[src/rtl/tnn_seq_pkg.sv]
// Shared types and width helpers for the TNN inference sequencer.
// Optional accuracy counting is enabled by defining TNN_SEQ_ACC_EN.
package tnn_seq_pkg;

  typedef enum logic [1:0] {
    IDLE,
    SETTLE,
    HOLD,
    DONE
  } state_e;

  function automatic int pred_w(input int n);
    return (n > 1) ? $clog2(n) : 1;
  endfunction

  function automatic int cnt_w(input int n);
    return $clog2(n + 1);
  endfunction

  function automatic int tmr_w(input int n);
    return (n > 0) ? $clog2(n + 1) : 1;
  endfunction

endpackage

[src/rtl/tnn_seq_timer.sv]
// Loadable down-counter with zero flag.
// Used to hold the classifier input for a fixed settle time.
module tnn_seq_timer #(
  parameter int W = 2
) (
  input  logic         clk,
  input  logic         rst_n,
  input  logic         clear_i,
  input  logic         load_i,
  input  logic [W-1:0] load_val_i,
  input  logic         dec_i,
  output logic         zero_o
);

  logic [W-1:0] cnt_q;

  always_ff @(posedge clk or negedge rst_n) begin
    if (!rst_n) begin
      cnt_q <= '0;
    end else if (clear_i) begin
      cnt_q <= '0;
    end else if (load_i) begin
      cnt_q <= load_val_i;
    end else if (dec_i && cnt_q != '0) begin
      cnt_q <= cnt_q - 1'b1;
    end
  end

  assign zero_o = (cnt_q == '0);

endmodule

[src/rtl/tnn_infer_sequencer.sv]
// Feeds vectors to an external combinational TNN classifier, one at a time.
// Define TNN_SEQ_ACC_EN to latch labels and count correct predictions.
module tnn_infer_sequencer
  import tnn_seq_pkg::*;
#(
  parameter int FEAT_CNT      = 12,
  parameter int FEAT_BITS     = 4,
  parameter int CLASS_CNT     = 6,
  parameter int TEST_CNT      = 1000,
  parameter int SETTLE_CYCLES = 2,
  parameter int PRED_W        = pred_w(CLASS_CNT),
  parameter int CNT_W         = cnt_w(TEST_CNT)
) (
  input  logic                          clk,
  input  logic                          rst_n,
  input  logic                          clear,
  input  logic                          in_valid,
  output logic                          in_ready,
  input  logic [FEAT_CNT*FEAT_BITS-1:0] in_features,
  input  logic [PRED_W-1:0]             in_label,
  output logic [FEAT_CNT*FEAT_BITS-1:0] clf_features,
  input  logic [PRED_W-1:0]             clf_prediction,
  output logic                          out_valid,
  input  logic                          out_ready,
  output logic [PRED_W-1:0]             out_prediction,
  output logic                          out_err,
  output logic [CNT_W-1:0]              sample_cnt,
  output logic [CNT_W-1:0]              correct_cnt,
  output logic                          done
);

  localparam int TMR_W = tmr_w(SETTLE_CYCLES);
  localparam logic [TMR_W-1:0] TMR_LD = TMR_W'(SETTLE_CYCLES - 1);
  localparam logic [CNT_W-1:0] TCNT = CNT_W'(TEST_CNT);
  localparam logic [PRED_W:0] CLS = (PRED_W + 1)'(CLASS_CNT);

  state_e state_q, state_d;
  logic run_q;
  logic accept, capture, hs;
  logic tmr_load, tmr_dec, tmr_zero;
  logic [CNT_W-1:0] sample_nxt;
  logic [FEAT_CNT*FEAT_BITS-1:0] feat_q;
  logic [PRED_W-1:0] pred_q;
  logic err_q;
  logic [CNT_W-1:0] samp_q;

  assign sample_nxt = samp_q + 1'b1;

  always_ff @(posedge clk or negedge rst_n) begin
    if (!rst_n) begin
      state_q <= IDLE;
      run_q   <= 1'b0;
    end else begin
      state_q <= state_d;
      run_q   <= 1'b1;
    end
  end

  always_comb begin
    state_d  = state_q;
    accept   = 1'b0;
    capture  = 1'b0;
    hs       = 1'b0;
    tmr_load = 1'b0;
    tmr_dec  = 1'b0;
    if (clear) begin
      state_d = IDLE;
    end else begin
      unique case (state_q)
        IDLE: begin
          if (in_valid && run_q) begin
            accept   = 1'b1;
            tmr_load = 1'b1;
            state_d  = SETTLE;
          end
        end
        SETTLE: begin
          if (tmr_zero) begin
            capture = 1'b1;
            state_d = HOLD;
          end else begin
            tmr_dec = 1'b1;
          end
        end
        HOLD: begin
          if (out_ready) begin
            hs      = 1'b1;
            state_d = (sample_nxt == TCNT) ? DONE : IDLE;
          end
        end
        DONE: state_d = DONE;
        default: state_d = IDLE;
      endcase
    end
  end

  tnn_seq_timer #(
    .W(TMR_W)
  ) u_timer (
    .clk       (clk),
    .rst_n     (rst_n),
    .clear_i   (clear),
    .load_i    (tmr_load),
    .load_val_i(TMR_LD),
    .dec_i     (tmr_dec),
    .zero_o    (tmr_zero)
  );

  // Features only change on accept so the classifier sees a steady input.
  always_ff @(posedge clk or negedge rst_n) begin
    if (!rst_n) begin
      feat_q <= '0;
      pred_q <= '0;
      err_q  <= 1'b0;
      samp_q <= '0;
    end else if (clear) begin
      pred_q <= '0;
      err_q  <= 1'b0;
      samp_q <= '0;
    end else begin
      if (accept) feat_q <= in_features;
      if (capture) begin
        pred_q <= clf_prediction;
        if ({1'b0, clf_prediction} >= CLS) err_q <= 1'b1;
      end
      if (hs) samp_q <= sample_nxt;
    end
  end

`ifdef TNN_SEQ_ACC_EN
  logic [PRED_W-1:0] label_q;
  logic [CNT_W-1:0] corr_q;

  always_ff @(posedge clk or negedge rst_n) begin
    if (!rst_n) begin
      label_q <= '0;
      corr_q  <= '0;
    end else if (clear) begin
      corr_q <= '0;
    end else begin
      if (accept) label_q <= in_label;
      if (hs && pred_q == label_q) corr_q <= corr_q + 1'b1;
    end
  end

  assign correct_cnt = corr_q;
`else
  logic unused_label;
  assign unused_label = ^in_label;
  assign correct_cnt  = '0;
`endif

  assign in_ready       = (state_q == IDLE) && run_q;
  assign out_valid      = (state_q == HOLD);
  assign done           = (state_q == DONE);
  assign clf_features   = feat_q;
  assign out_prediction = pred_q;
  assign out_err        = err_q;
  assign sample_cnt     = samp_q;

endmodule

[config.mk]
export PLATFORM = sky130hd
export DESIGN_NAME = tnn_infer_sequencer
export DESIGN_NICKNAME = d
export VERILOG_FILES = /design/src/rtl/tnn_seq_pkg.sv /design/src/rtl/tnn_seq_timer.sv /design/src/rtl/tnn_infer_sequencer.sv
export SDC_FILE = /design/constraint.sdc
export NUM_CORES = 1
export LEC_CHECK = 0
export BUFFER_PORTS_ARGS = -buffer_cell sky130_fd_sc_hd__clkbuf_2
export CORE_UTILIZATION = 50
export DETAILED_ROUTE_END_ITERATION = 12
export HOLD_SLACK_MARGIN = 0.02
export PLACE_DENSITY = 0.93
export SLEW_MARGIN = 30
export SYNTH_ARGS = -nofsm -noshare
export SYNTH_HDL_FRONTEND = slang
export SYNTH_SLANG_ARGS = --single-unit
export TNS_END_PERCENT = 1
[constraint.sdc]
create_clock -name clk -period 2.9 [get_ports clk]
set_input_delay 0.29 -clock clk [delete_from_list [all_inputs] [get_ports clk]]
set_output_delay 0.29 -clock clk [all_outputs]
set_load 0.05 [all_outputs]
==> flow_metrics.env <==
export IMPL_status="finished, final reports clean"
export IMPL_track_usage_pct=19.8
export IMPL_cts_root_buf="clkbuf_8"
export IMPL_cts_path_max_buffers=2
export IMPL_synth_edf_count=0
export IMPL_syn_inst=224
export IMPL_fin_hold_ws_ns=0.131
export IMPL_rows=27
export IMPL_switching_share_pct=39.9
export IMPL_fin_nets=410
export IMPL_hold_viol=0
export IMPL_synth_ff_latch_count=67
export IMPL_crit_family="simple AND/OR/NAND/NOR gates"
export IMPL_die_y_um=78.0
export IMPL_crit_path_end_kind="flip-flop"
export IMPL_clkTransAtPathRegs_ns=0.07
export IMPL_fin_worst_skew_ns=0.0119
export IMPL_rsz0062_at_grt="no"
export IMPL_first_pass_iters=4
export IMPL_cpPeakStageDelay_ns=0.62
export IMPL_synthTopCellsByArea="dfrtp_1 (58%), mux2_2 (19%), nor2_1 (2.9%)"
export IMPL_cp_slowest_cell="dfrtp_1"
export IMPL_hp_class="in -> async"
export IMPL_io_pins=134
export IMPL_wl_per_cell_um=13.4
export IMPL_crit_chain="nor2b_1 > and3_1 > nand3_1 > or4_4 > a311oi_2"
export IMPL_peakVddDrop_mv=0.572
export IMPL_comb_power_share_pct=35.5
export IMPL_yosys_most_used_dff="dfrtp_1"
export IMPL_reg2reg_depth=5
export IMPL_cts_setup_buffers=0
export IMPL_grt_antenna_before_repair=0
export IMPL_grt_pass1_vias=2126
export IMPL_gp_congestion=0.882
export IMPL_dpl_worst_slack_ns=0.868
export IMPL_clock_latency_ns=0.33
export IMPL_die_area_um2=6090
export IMPL_crit_fanout=15
export IMPL_synth_area_per_cell_um2=12.9
export IMPL_setup_tns_ns=0
export IMPL_drive_gt1_share_pct=54.7
export IMPL_p_leak_nw=1.89
export IMPL_yosysWarnings=0
export IMPL_dpl_hpwl_um=4020
export IMPL_setup_viol=0
export IMPL_holdBufCountCts=0
export IMPL_cp_arrival_ns=2.32
export IMPL_worst_setup_path_start_kind="flip-flop"
export IMPL_remaining_drc_errors=0
export IMPL_power_density_nw_per_um2=880
export IMPL_clock_tree_htree_level_count=3
export IMPL_clock_sinks=67
export IMPL_fill_cells=427
export IMPL_r2r_slack_ns=0.82
export IMPL_core_um2=5540
export IMPL_worst_path_buf_inv=0
export IMPL_maxCapViolations=0
export IMPL_rr_endpoint="state_q[1]"
export IMPL_synthMostInstantiatedCell="dfrtp_1"
export IMPL_grt_pass1_wl_um=9200
export IMPL_yosysSeqAreaShare_pct=58.0
export IMPL_port_buffers=120
export IMPL_syn2layout_area_growth_pct=30.5
export IMPL_drt_iter0_drc=61
export IMPL_seqPwrFrac_pct=36.9
export IMPL_setup_ws_ns=0.822
export IMPL_post_cts_resized=0
export IMPL_synth_cell_type_count=34
export IMPL_drv_slew=0
export IMPL_finalCritPeriodShare_pct=71.6
export IMPL_vias=2121
export IMPL_cts_buffers=9
export IMPL_ys_top_cells_by_count="dfrtp_1 (67), mux2_2 (49), nor2_1 (22), buf_4 (10), nand2_1 (9)"
export IMPL_layout_min_cycle_time_ns=2.08
export IMPL_num_antenna_cells=0
export IMPL_cts_tree="yes"
export IMPL_r2r_start="state_q[1]"
export IMPL_intPower_mw=1.99
export IMPL_vias_per_cell=4.99
export IMPL_grt_max_degree=68
export IMPL_clock_fmax_mhz=481
export IMPL_p_sw_mw=1.33
export IMPL_critPathKind="reg -> reg"
export IMPL_drt_wl_total_um=5710
export IMPL_power_frac_clock_pct=27.6
export IMPL_netlist_area_leader_share_pct=58.0
export IMPL_netlist_area_um2=2890
export IMPL_start_util_pct=52.2
export IMPL_grt_overflow_total=0
export IMPL_die_x_um=78.0
export IMPL_relSlewSlack_pct=45.8
export IMPL_cp_required_ns=3.14
export IMPL_yosys_area_top_type="dfrtp_1"
export IMPL_antenna_left=0
export IMPL_timing_worst_slew_pin_value_ns=0.813
export IMPL_async_reset_ff_share_pct=100
[per-layer routing]
layer  vias up  GRT usage [%]  wire [um]
met3        13           4.42        407
li1        996              -          -
met1      1004           23.5       2350
met5         -              0          0
met4         0           11.3        142
met2       108           33.3       2810
[flip-flops by register name (all words and copies together) (netlist names)]
| name | count |
|---|---|
| sample_cnt | 10 |
| run_q | 1 |
| out_prediction | 3 |
| clf_features | 48 |
| out_err | 1 |
| state_q | 2 |
| u_timer.cnt_q | 2 |
[power groups by stage]
stage / Clock (mW) / Sequential, mW / Combinational (mW)
2_1_floorplan: 0 / 1.88 / 0.266
3_3_place_gp: 0 / 1.23 / 1.17
3_5_place_dp: 0 / 1.24 / 1.19
4_1_cts: 0.941 / 1.23 / 1.19
5_1_grt: 0.980 / 1.25 / 1.23
6_report: 0.915 / 1.23 / 1.18
[layout by cell type, fill, tap and decap left out]
cell type and instances:
nor4b_1 1, nand3b_1 2, mux2i_1 3, and3_1 1, a21oi_1 3, nand2_1 9, dfrtp_1 67, clkbuf_2 119
o21ai_0 1, nand2b_1 2, mux2_2 49, nor4_2 1, nand3_1 4, clkbuf_8 9, buf_2 1, nor3_2 1
nor3b_1 3, conb_1 11, or4_4 1, and2_1 1, bufinv_16 3, ha_1 3, a211oi_1 3, nand4_2 1
nor2b_1 1, a2111oi_0 1, xnor2_1 7, buf_4 3, nor3_1 3, nor2_1 22, inv_1 4, a31oi_1 1
a311oi_2 1, clkinvlp_4 1, clkinv_2 2, nor4_1 2, and3b_1 1, xor2_1 4, clkinv_4 1
[through the flow]
| step | total power, mW | std cells | instance area, um2 | utilization, % |
|---|---|---|---|---|
| 3_5_place_dp | 2.43 | 409 | 3530 | 63.7 |
| 4_1_cts | 3.36 | 425 | 3770 | 68.1 |
| 5_1_grt | 3.46 | 425 | 3770 | 68.1 |
| 6_report | 3.32 | 425 | 3770 | 68.1 |
| 3_3_place_gp | 2.40 | 409 | 3530 | 63.7 |
| 2_1_floorplan | 2.14 | 233 | 2920 | - |
[cells by family (layout without fill, tap and decap cells)]
| kind of cell | Yosys count | after routing | synth area share (%) |
|---|---|---|---|
| DFF | 67 | 67 | 58.0 |
| and+or+nand+nor | 56 | 56 | 10.0 |
| muxes | 52 | 52 | 20.1 |
| buffers and inverters | 23 | 143 | 4.42 |
| xor gates and xnor gates | 11 | 11 | 3.33 |
| AOI/OAI and AO/OA | 10 | 10 | 2.51 |
| adders and majority gates | 3 | 3 | 1.30 |
| other | 2 | 11 | 0.260 |
[area by class of cell]
type | instances | area, um2 | share of cell area (%)
Tap cell | 72 | 90.1 | 2.39
Clock buffer | 9 | 124 | 3.28
Clock inverter | 7 | 116 | 3.09
Sequential cell | 67 | 1680 | 44.5
Timing Repair Buffer | 123 | 623 | 16.5
Inverter | 4 | 15.0 | 0.398
Multi-Input combinational cell | 143 | 1130 | 29.9
[how the worst max path moves through the flow]
| stage | startpoint | to | slack [ns] | cells after the start |
|---|---|---|---|---|
| 2_1_floorplan | state_q[1] | state_q[1] | 0.58 | 5 |
| 3_3_place_gp | state_q[1] | state_q[1] | 0.95 | 5 |
| 3_5_place_dp | sample_cnt[0] | state_q[1] | 0.87 | 6 |
| 4_1_cts | state_q[1] | state_q[1] | 0.83 | 5 |
| 5_1_grt | sample_cnt[0] | state_q[1] | 0.67 | 6 |
| 6_report | state_q[1] | state_q[1] | 0.82 | 5 |
(Power assumes the default switching activity.)
